[src/rtl/nq_mem_pkg.sv]
// Shared types and constants for the unified-memory port arbiter.
// Holds the arbiter state/grant enums and the read-data pattern returned on an aborted access.
package nq_mem_pkg;

    localparam int DEF_ADDR_W = 16;
    localparam int DEF_DATA_W = 16;

    localparam logic [DEF_DATA_W-1:0] ERR_RDATA = '1;

    typedef enum logic [1:0] {
        IDLE,
        IF_BUSY,
        D_BUSY,
        RESP
    } arb_state_t;

    typedef enum logic {
        FETCH,
        DATA
    } grant_t;

endpackage

[src/rtl/mem_timeout_counter.sv]
// Busy-cycle watchdog for the memory arbiter; counts cycles spent waiting on mem_rdy.
// Only instantiated when MEM_TIMEOUT_EN is defined.
module mem_timeout_counter #(
    parameter int TIMEOUT_CYC = 15
) (
    input  logic clk,
    input  logic rst,
    input  logic clear,
    input  logic enable,
    output logic expired
);

    localparam int CNT_W = $clog2(TIMEOUT_CYC + 1);

    logic [CNT_W-1:0] count;

    // expired fires on the last permitted busy cycle, so the abort lands after exactly TIMEOUT_CYC cycles
    assign expired = enable && (count == CNT_W'(TIMEOUT_CYC - 1));

    always_ff @(posedge clk or posedge rst) begin
        if (rst) begin
            count <= '0;
        end else if (clear) begin
            count <= '0;
        end else if (enable && !expired) begin
            count <= count + CNT_W'(1);
        end
    end

endmodule

[src/rtl/mem_port_arbiter.sv]
// Arbitrates the single-port unified memory between instruction fetch and load/store.
// Optional busy-wait abort is enabled by defining MEM_TIMEOUT_EN.
module mem_port_arbiter
    import nq_mem_pkg::*;
#(
    parameter int ADDR_W = DEF_ADDR_W,
    parameter int DATA_W = DEF_DATA_W
`ifdef MEM_TIMEOUT_EN
    ,
    parameter int TIMEOUT_CYC = 15
`endif
) (
    input  logic              clk,
    input  logic              rst,
    input  logic              if_req,
    input  logic [ADDR_W-1:0] if_addr,
    output logic              if_ack,
    output logic [DATA_W-1:0] if_data,
    input  logic              d_rd,
    input  logic              d_wr,
    input  logic [ADDR_W-1:0] d_addr,
    input  logic [DATA_W-1:0] d_wdata,
    output logic              d_ack,
    output logic [DATA_W-1:0] d_rdata,
    output logic              mem_en,
    output logic              mem_we,
    output logic [ADDR_W-1:0] mem_addr,
    output logic [DATA_W-1:0] mem_wdata,
    input  logic [DATA_W-1:0] mem_rdata,
    input  logic              mem_rdy,
    output logic              stall_flg,
    output logic              err
);

    arb_state_t        state, state_n;
    grant_t            last_grant, grant_n;
    logic              mem_en_n, mem_we_n, if_ack_n, d_ack_n;
    logic [ADDR_W-1:0] mem_addr_n;
    logic [DATA_W-1:0] mem_wdata_n, if_data_n, d_rdata_n;
    logic              d_req;

    assign d_req     = d_rd | d_wr;
    assign stall_flg = (if_req & ~if_ack) | (d_req & ~d_ack);

`ifdef MEM_TIMEOUT_EN
    localparam logic [DATA_W-1:0] ERR_FILL = DATA_W'(ERR_RDATA);

    logic busy, timeout_hit, err_q, err_n;

    assign busy = (state == IF_BUSY) || (state == D_BUSY);
    assign err  = err_q;

    mem_timeout_counter #(
        .TIMEOUT_CYC(TIMEOUT_CYC)
    ) u_timeout (
        .clk    (clk),
        .rst    (rst),
        .clear  (state == IDLE),
        .enable (busy),
        .expired(timeout_hit)
    );

    always_ff @(posedge clk or posedge rst) begin
        if (rst) begin
            err_q <= 1'b0;
        end else begin
            err_q <= err_n;
        end
    end
`else
    assign err = 1'b0;
`endif

    always_ff @(posedge clk or posedge rst) begin
        if (rst) begin
            state      <= IDLE;
            last_grant <= FETCH;
            mem_en     <= 1'b0;
            mem_we     <= 1'b0;
            mem_addr   <= '0;
            mem_wdata  <= '0;
            if_ack     <= 1'b0;
            d_ack      <= 1'b0;
            if_data    <= '0;
            d_rdata    <= '0;
        end else begin
            state      <= state_n;
            last_grant <= grant_n;
            mem_en     <= mem_en_n;
            mem_we     <= mem_we_n;
            mem_addr   <= mem_addr_n;
            mem_wdata  <= mem_wdata_n;
            if_ack     <= if_ack_n;
            d_ack      <= d_ack_n;
            if_data    <= if_data_n;
            d_rdata    <= d_rdata_n;
        end
    end

    // Data wins a tie unless it had the previous grant, so fetch can never be starved
    always_comb begin
        state_n     = state;
        grant_n     = last_grant;
        mem_en_n    = mem_en;
        mem_we_n    = mem_we;
        mem_addr_n  = mem_addr;
        mem_wdata_n = mem_wdata;
        if_ack_n    = 1'b0;
        d_ack_n     = 1'b0;
        if_data_n   = if_data;
        d_rdata_n   = d_rdata;
`ifdef MEM_TIMEOUT_EN
        err_n       = 1'b0;
`endif
        case (state)
            IDLE: begin
                if (d_req && (!if_req || last_grant == FETCH)) begin
                    state_n     = D_BUSY;
                    grant_n     = DATA;
                    mem_en_n    = 1'b1;
                    mem_we_n    = d_wr;
                    mem_addr_n  = d_addr;
                    mem_wdata_n = d_wdata;
                end else if (if_req) begin
                    state_n    = IF_BUSY;
                    grant_n    = FETCH;
                    mem_en_n   = 1'b1;
                    mem_we_n   = 1'b0;
                    mem_addr_n = if_addr;
                end
            end
            IF_BUSY: begin
                if (mem_rdy) begin
                    if_data_n = mem_rdata;
                    mem_en_n  = 1'b0;
                    mem_we_n  = 1'b0;
                    if_ack_n  = 1'b1;
                    state_n   = RESP;
                end
`ifdef MEM_TIMEOUT_EN
                else if (timeout_hit) begin
                    if_data_n = ERR_FILL;
                    mem_en_n  = 1'b0;
                    mem_we_n  = 1'b0;
                    if_ack_n  = 1'b1;
                    err_n     = 1'b1;
                    state_n   = RESP;
                end
`endif
            end
            D_BUSY: begin
                if (mem_rdy) begin
                    if (!mem_we) begin
                        d_rdata_n = mem_rdata;
                    end
                    mem_en_n = 1'b0;
                    mem_we_n = 1'b0;
                    d_ack_n  = 1'b1;
                    state_n  = RESP;
                end
`ifdef MEM_TIMEOUT_EN
                else if (timeout_hit) begin
                    d_rdata_n = ERR_FILL;
                    mem_en_n  = 1'b0;
                    mem_we_n  = 1'b0;
                    d_ack_n   = 1'b1;
                    err_n     = 1'b1;
                    state_n   = RESP;
                end
`endif
            end
            RESP: begin
                state_n = IDLE;
            end
            default: begin
                state_n = IDLE;
            end
        endcase
    end

endmodule

[config.mk]
export PLATFORM = sky130hd
export DESIGN_NAME = mem_port_arbiter
export DESIGN_NICKNAME = d
export VERILOG_FILES = /design/src/rtl/nq_mem_pkg.sv /design/src/rtl/mem_timeout_counter.sv /design/src/rtl/mem_port_arbiter.sv
export SDC_FILE = /design/constraint.sdc
export NUM_CORES = 1
export LEC_CHECK = 0
export ABC_AREA = 1
export ABC_CLOCK_PERIOD_IN_PS = 2500
export BUFFER_PORTS_ARGS = -buffer_cell sky130_fd_sc_hd__buf_2
export CORE_MARGIN = 2
export CORE_UTILIZATION = 45
export DETAILED_ROUTE_END_ITERATION = 6
export GPL_ROUTABILITY_DRIVEN = 1
export PLACE_DENSITY = 0.89
export SLEW_MARGIN = 10
export SYNTH_ARGS = -nofsm -noshare
export SYNTH_HDL_FRONTEND = slang
export SYNTH_SLANG_ARGS = --single-unit
[constraint.sdc]
create_clock -name clk -period 2.5 [get_ports clk]
set_input_delay 0.5 -clock clk [delete_from_list [all_inputs] [get_ports clk]]
set_output_delay 0.5 -clock clk [all_outputs]
set_load 0.02 [all_outputs]
==> results, run 1 <==
- The post-synthesis to final-layout area growth is 29.84%.
- Entering global routing, the biggest net connects 35 pins.
- The first global-routing pass estimated 12.01 mm of wire.
- After technology mapping, the gate count stands at 382.
- At the later pin of the worst-skew pair, clock insertion delay measures 0.33 ns.
- The number of gates resized after CTS is 0.
- Yosys attributes the largest share of cell area to dfrtp_1 (56%), nand2_1 (18%), inv_1 (7.0%), nand3_1 (5.6%), o21ai_0 (3.0%).
- The tree is rooted in a clkbuf_8.
- The number of setup violations in the final report is 0.
- The number of hold violations in the final report was 0.
- IR analysis of the VDD net gives a maximum drop of 0.0007590 V.
- Setup repair after global routing left no endpoint under its margin.
- The internal power component is 3.007 mW.
- Buffers inserted during clock tree synthesis total 9.
- Data on the critical path arrives at its endpoint at 2.07 ns.
- STA classifies the critical path endpoint as a register.
- 0 antenna diodes ended up in the layout.
- The final wirelength is 7.511 mm.
- The switching part of the total is 44.40%.
- The completed layout was analyzed and its total power is 5.408 mW.
- The worst register-to-register path ends at d_rdata[8].
- For this block, the initial DRC count from the detailed router was 133.
- Once the floorplan was initialized, standard cells occupied 46.41% of the core.
- Once the clock tree was built, the setup fixing pass inserted 0 buffers.
- Timing would allow up to 545.3 MHz.
- Across the routed clock network, the largest skew measured is 0.006551 ns.
- The cell area power density is 1321 nW/µm².
- Synthesis inferred 71 register bits.
- At the pin with the least slew margin, the transition time is 0.9636 ns.
- The part of the cycle the worst path needs is 73.35%.
- In the routed layout, each cell is associated on average with a via count of 4.633.
- The most critical setup path has its startpoint at state[0].
- The total standard cell area after synthesis is 3153 µm².
- The combinational power share is 46.3%.
- The floorplan step set the die height to 87.71 µm.
- The worst setup timing slack at the placement stage is 0.6240 ns.
- Across all register-to-register paths, the minimum setup slack is 0.67 ns.
- The wire-length estimate of the detail-placed layout is 5.581 mm.
- Counting I/O delays and the setup requirement, the final critical path takes 1.834 ns.
- The worst setup path is launched from a register.
- Setup slack closes at 0.6662 ns.
- The leading cell type by number of instances after synthesis is nand2_1.
- The clock transition at the registers of the reported paths is 0.08 ns.
- The tool flagged a number of max-cap violations equal to 0.
- The depth of the CTS H-tree is 3.
- The synthesis warning total is 0.
- The initial antenna violation count is 0.
- The core region is 6794 µm².
- Counting every sink on the clock net gives 71.
- The aggregate global routing overflow is 0.
- The pre-antenna-repair detailed-routing pass consisted of 4 iterations.
- The required arrival time at the worst endpoint is 2.74 ns.
- Cells with a size suffix above 1 make up 31.55% of the layout.
- The launch instance of the worst register-to-register path is state[0].
- Counting along the longest clock path gives a buffer depth of 2.
- Of all flip-flops after synthesis, the portion carrying an async set or reset was 100.0%.
- The worst pin sits at a relative slew slack of 35.76%.
- The capture point of the worst path is d_rdata[8].
- The floorplan has 30 rows.
- The count of buffers added on input and output ports is 138.
- The part of the total power dissipated in sequential elements is 36.8%.
- The post-synthesis area per instance is 8.254 µm².
- The clock network burns 16.8% of the power.
- Routability-driven placement finished with a final weighted congestion of 0.8304.
- The number of enable flip-flop cells after synthesis is 0.
- For this design, the CTS-stage hold fixing added 0 buffers.
- Across every metal layer, demand over resource in global routing totals 20.06%.
- The leakage power is 2.511 nW.
- Measured along the x axis, the die boundary spans 87.71 µm.
- In this run the worst hold path is classified as input pin to async pin.
- At the end of the flow, the number of nets in the layout was 593.
- The via count of the first global-routing pass came to 2,684.
- The flow ran to the end, and the final reports show no timing, DRC or antenna violations.
- The detailed-route wire length per cell is 12.13 µm.
- The number of nets handed over by synthesis was 457.
- 140 I/O pins were placed.
- The highest net fanout along the worst path is 32.
- The fraction of the yosys area taken by sequential cells is 56.35%.
- The worst reg-to-reg path cell count is 6.
- Counting distinct cell types in the post-synthesis netlist gives 20.
- The setup path with the least slack is of type register to register.
- After synthesis, the most frequently instantiated cells are nand2_1 (149), dfrtp_1 (71), inv_1 (59).
- The detailed-route via count is 2,868.
- The TritonCTS clock tree is built.
- In this run the power spent charging and discharging nets is 2.401 mW.
- The remaining antenna violation count is 0.
- For this run, design rule violations remaining after detail routing come to 0.
- The final max-slew violation count is 0.
- In the synthesized netlist the dominant register cell turns out to be dfrtp_1.
- The largest area contributor in the netlist is dfrtp_1.
- The fraction of synthesized cell area taken by the top area cell type is 56.35%.
- For the final routed database, the setup TNS stands at 0 ns.
- The total die area is 7692 µm².
[cell type report]
type	count	area, µm²
clock buffer	11	141.4
clock inverter	5	56.30
fill	593	2700
inverter	61	229.0
multi-input combinational	233	1037
sequential	71	1777
tap	96	120.1
timing repair buffer	142	733.2
[power groups by stage]
stage	logic, mW	clock network, mW	registers (mW)
finish	2.51	0.909	1.99
global route	2.80	0.992	2.05
CTS	2.53	0.936	1.99
detailed placement	2.54	0	1.99
global placement	2.45	0	1.98
floorplan	1.10	0	2.61
[through the flow]
stage / instances / hold slack [ns] / utilization (%) / instance area, µm²
CTS: 619 / 0.2704 / 60.26 / 4094
floorplan: 382 / 0.4422 / - / 3153
detailed placement: 603 / 0.4574 / 57.35 / 3896
finish: 619 / 0.2616 / 60.26 / 4094
global placement: 603 / 0.4499 / 57.35 / 3896
global route: 619 / 0.3086 / 60.26 / 4094
[critical path, stage by stage (launching register included)]
cell and delay, ns:
dfrtp_1 0.40, inv_1 0.10, ha_1 0.20, nand2_1 0.06
or2_1 0.74, nand2_1 0.12, o21ai_0 0.12
[state kept, by name (all words and copies together) (netlist names)]
register	cells
mem_wdata	16
mem_addr	16
mem_we	1
d_rdata	16
mem_en	1
d_ack	1
if_data	16
state	2
last_grant	1
if_ack	1
[routing by layer]
metal,wire [µm],up-vias,global-route usage [%]
met3,675,6,5.467
met4,55,0,7.552
met1,3273,1286,25.44
met2,3507,149,32.92
met5,0,-,0
li1,-,1427,-
[cell usage in the layout, fill, tap and decap left out, drive strengths merged]
master | netlist | routed
nand4 | 2 | 2
bufinv | 0 | 1
clkbuf | 5 | 11
ha | 5 | 5
nand2 | 151 | 151
o21ai | 32 | 32
clkinv | 0 | 2
clkinvlp | 0 | 1
a21boi | 1 | 1
dfrtp | 71 | 71
buf | 12 | 142
o22ai | 1 | 1
nand3 | 35 | 35
or2 | 3 | 3
nor2 | 2 | 2
conb | 1 | 1
inv | 61 | 62
[how the worst min path moves through the flow]
stage | to | slack (ns)
2_1_floorplan | last_grant | 0.44
3_3_place_gp | mem_wdata[0] | 0.45
3_5_place_dp | mem_wdata[7] | 0.46
4_1_cts | if_data[12] | 0.27
5_1_grt | if_data[10] | 0.31
6_report | if_data[12] | 0.26
[cell families (layout without fill, tap and decap cells)]
| group | count (synthesis) | count (layout) | share of synthesized area, % |
|---|---|---|---|
| flip-flops | 71 | 71 | 56.35 |
| AO/OA/AOI/OAI | 34 | 34 | 5.873 |
| other | 1 | 1 | 0.1189 |
| adder cells (fa/ha/maj) | 5 | 5 | 1.984 |
| buffers and inverters | 78 | 219 | 10.75 |
| AND/OR/NAND/NOR | 193 | 193 | 24.92 |
Power figures use the tool's default switching activity.
==> run 2: changes to the inputs <==
--- a/config.mk
+++ b/config.mk
@@ -5,14 +5,14 @@
 export SDC_FILE = /design/constraint.sdc
 export NUM_CORES = 1
 export LEC_CHECK = 0
-export ABC_AREA = 1
-export ABC_CLOCK_PERIOD_IN_PS = 2500
+export ABC_AREA = 0
+export ABC_CLOCK_PERIOD_IN_PS = 1920
 export BUFFER_PORTS_ARGS = -buffer_cell sky130_fd_sc_hd__buf_2
 export CORE_MARGIN = 2
 export CORE_UTILIZATION = 45
 export DETAILED_ROUTE_END_ITERATION = 6
 export GPL_ROUTABILITY_DRIVEN = 1
-export PLACE_DENSITY = 0.89
+export PLACE_DENSITY = 0.9
 export SLEW_MARGIN = 10
 export SYNTH_ARGS = -nofsm -noshare
 export SYNTH_HDL_FRONTEND = slang
==> constraint.sdc (replaced) <==
create_clock -name clk -period 1.92 [get_ports clk]
set_input_delay 0.384 -clock clk [delete_from_list [all_inputs] [get_ports clk]]
set_output_delay 0.384 -clock clk [all_outputs]
set_load 0.02 [all_outputs]
==> results, run 2 <==
- The die is 84.78 µm wide.
- The cell area that synthesis handed to floorplanning was 2937 µm².
- The data arrival time at the worst-slack endpoint is 1.98 ns.
- Setup violations remaining at the end of the flow were counted as 0.
- Once the clock tree was built, the resizer swapped 0 gates to a different size.
- Counting every instance in the synthesized netlist gives 212.
- From bottom edge to top edge, the die measures 84.78 µm.
- The I/O pin count is 140.
- The worst setup path is launched from a register.
- Global routing used 18.03% of the available tracks.
- After clock tree synthesis, the setup repair step added 0 buffers.
- The aggregate global routing overflow is 0.
- Setup total negative slack on the finished layout was measured at 0 ns.
- Summed over all nets, the half-perimeter wirelength after detailed placement is 4.872 mm.
- The via count of the first global-routing pass was 2,251.
- Dividing the detail-routed wire length by the instance count gives 14.43 µm.
- The synthesis warning total is 0.
- In this design, the stage delay of the slowest critical-path cell is 0.39 ns.
- The setup check on the worst reg-to-reg path leaves a slack of 0.16 ns.
- The depth of the CTS H-tree is 3.
- The fraction of synthesized cell area taken by the top area cell type is 60.50%.
- The final layout net count is 433.
- Entering global routing, the biggest net connects 34 pins.
- Leaving out fill and tap cells, the most frequent cell in the layout is buf_2.
- In the final layout, the share of cells above drive strength 1 is 59.23%.
- VDD sags by at most 0.001054 V.
- Among all cell types in the netlist, the one instantiated most often is dfrtp_1.
- Averaged over all synthesized cells, the footprint is 13.85 µm².
- The initial utilization of the core area, before any placement, comes to 46.51%.
- 0 antenna diodes ended up in the layout.
- The worst path uses 91.50% of the clock period.
- Total power for the finished layout comes to 7.384 mW.
- The initial antenna violation count came to 0.
- The total nets after synthesis is 287.
- The number of hold violations in the final report is 0.
- TritonCTS built the clock tree.
- The signal on the critical path passes through inv_1 -> ha_1 -> nor2b_1 -> a211oi_2 -> mux2_2.
- The final wirelength is 6.347 mm.
- No sink is reached through more buffers than the 2 on the longest clock path.
- The count of buffers added on input and output ports is 138.
- In this run, post-CTS hold repair placed 0 buffers.
- After the flow finishes, the layout carries non-filler instances totaling 440.
- The placeable core region is 6314 µm².
- Across all layers, the routed design uses 2,148 vias.
- The number of maximum-capacitance violations is 0.
- In this run, placement finished with an instance count of 424.
- The async set-reset flop share out of synthesis is 100.0%.
- The wire length of the first global-routing pass is 10.20 mm.
- The required arrival time at the worst endpoint is 2.14 ns.
- The total die area is 7188 µm².
- The worst path in the final design needs a cycle of 1.757 ns, including I/O delays and setup.
- The flow ran to the end, and the final reports show no timing, DRC or antenna violations.
- By area the synthesized netlist is led by dfrtp_1 (61%), mux2_2 (19%), mux2i_1 (6.5%), o21ai_0 (2.7%), nand2_1 (2.4%).
- The highest net fanout along the worst path is 4.
- By startpoint and endpoint, the worst setup path is classified as register to register.
- The detailed-routing iteration count for the pre-antenna-repair pass is 4.
- The synthesized design contains 0 enable-type register cells.
- Dividing total power by cell area gives a power density of 1843 nW/µm².
- The clock latency reported for the late side of the worst-skew pair is 0.34 ns.
- In the routed layout, each cell is associated on average with a via count of 4.882.
- The kind of path behind the tightest hold check is input pin to async pin.
- The final max-slew violation count is 0.
- The critical path endpoint category is a register.
- The post-synthesis cell type count is 23.
- The final weighted congestion of routability-driven global placement is 0.7996.
- Timing would allow up to 569.2 MHz.
- The remaining antenna violation count is 0.
- The DRC marker count from the first detailed-route iteration is 49.
- In the synthesized netlist, the cells that appear most often are dfrtp_1 (71), mux2_2 (50), mux2i_1 (19), nand2_1 (19), o21ai_0 (16).
- Clock skew on the completed layout was measured at 0.008369 ns.
- The number of core rows is 29.
- The area growth from synthesis to layout is 36.43%.
- The clock transition at the registers of the reported paths is 0.07 ns.
- The transition time of the tightest slew-check pin is 0.9614 ns.
- Buffers inserted during clock tree synthesis total 9.
- The fraction of the yosys area taken by sequential cells is 60.50%.
- The clock net in this run drives a total of 71 sinks.
- The cell with the largest stage delay on the worst path is dfrtp_1.
- The leading register cell type out of synthesis is dfrtp_1.
- In the layout the commonest cells are buf_2 (138), dfrtp_1 (71), mux2_2 (50), mux2i_1 (19), nand2_1 (19).
- Measured against its own limit, the worst slew margin works out to 35.91%.
- The root buffer cell chosen for the clock tree is clkbuf_8.
- In the routed design, unresolved DRC markers number 0.
- The flop and latch count out of synthesis is 71.
- The largest total area in the synthesized netlist belongs to dfrtp_1.
- The leakage power is 2.105 nW.
- Setup repair after global routing left no endpoint under its margin.
-- run 2: cell families after synthesis --
kind of cell	share of synthesized area (%)
compound gates	4.559
fa+ha+maj	2.130
buf+inv	3.153
flops	60.50
mux	25.65
other cells	0.1277
simple gates	3.878
-- run 2: path summary, 6_finish.rpt --
kind / end / cells past startpoint / start
max reg2reg: mem_we / 5 / state[0]
min: mem_wdata[13] / 2 / rst
min in group clk: mem_wdata[10] / 2 / d_wdata[10]
max in group asynchronous: mem_addr[12] / 3 / rst
min reg2reg: mem_addr[5] / 2 / mem_addr[5]
max: mem_we / 5 / state[0]
-- run 2: layout make-up --
type / instances / area (µm²)
fill: 513 / 2307
timing repair buffer: 145 / 780.7
inverter: 7 / 30.03
sequential: 71 / 1777
clock buffer: 10 / 127.6
multi-input combinational: 124 / 1086
clock inverter: 6 / 108.9
tap: 77 / 96.34
-- run 2: critical path, delay by kind of cell (launching register included) --
kind                     cells  cell delay (ns)
flip-flops                   1             0.39
multiplexers                 1             0.37
AND/OR/NAND/NOR              1             0.16
buffers and inverters        1             0.10
adder cells (fa/ha/maj)      1             0.31
AO/OA/AOI/OAI                1             0.31
-- run 2: stage by stage --
| step | utilization [%] | worst slack, ns | cell area, µm² | hold slack [ns] |
|---|---|---|---|---|
| global route | 63.46 | 0.06360 | 4006 | 0.1224 |
| floorplan | - | 0.1932 | 2940 | 0.4878 |
| detailed placement | 59.63 | 0.06288 | 3765 | 0.4683 |
| finish | 63.46 | 0.1632 | 4006 | 0.1002 |
| global placement | 59.63 | 0.1883 | 3765 | 0.4557 |
| CTS | 63.38 | 0.05034 | 4001 | 0.1018 |
-- run 2: report_power, final --
group          switching (mW)  total [mW]  internal, mW  leakage (nW)
Combinational            1.94        3.36          1.41          1.13
Sequential              0.369        2.62          2.25         0.854
Clock                   0.545        1.41         0.861         0.120
-- run 2: per-layer routing --
layer  GRT usage (%)  part of all wire [%]  up-vias
met2           30.06                    52       90
met5               0                     0        -
met4           6.782                   1.3        0
li1                -                     -     1022
met3           6.883                   7.4       11
met1           21.19                    40     1025
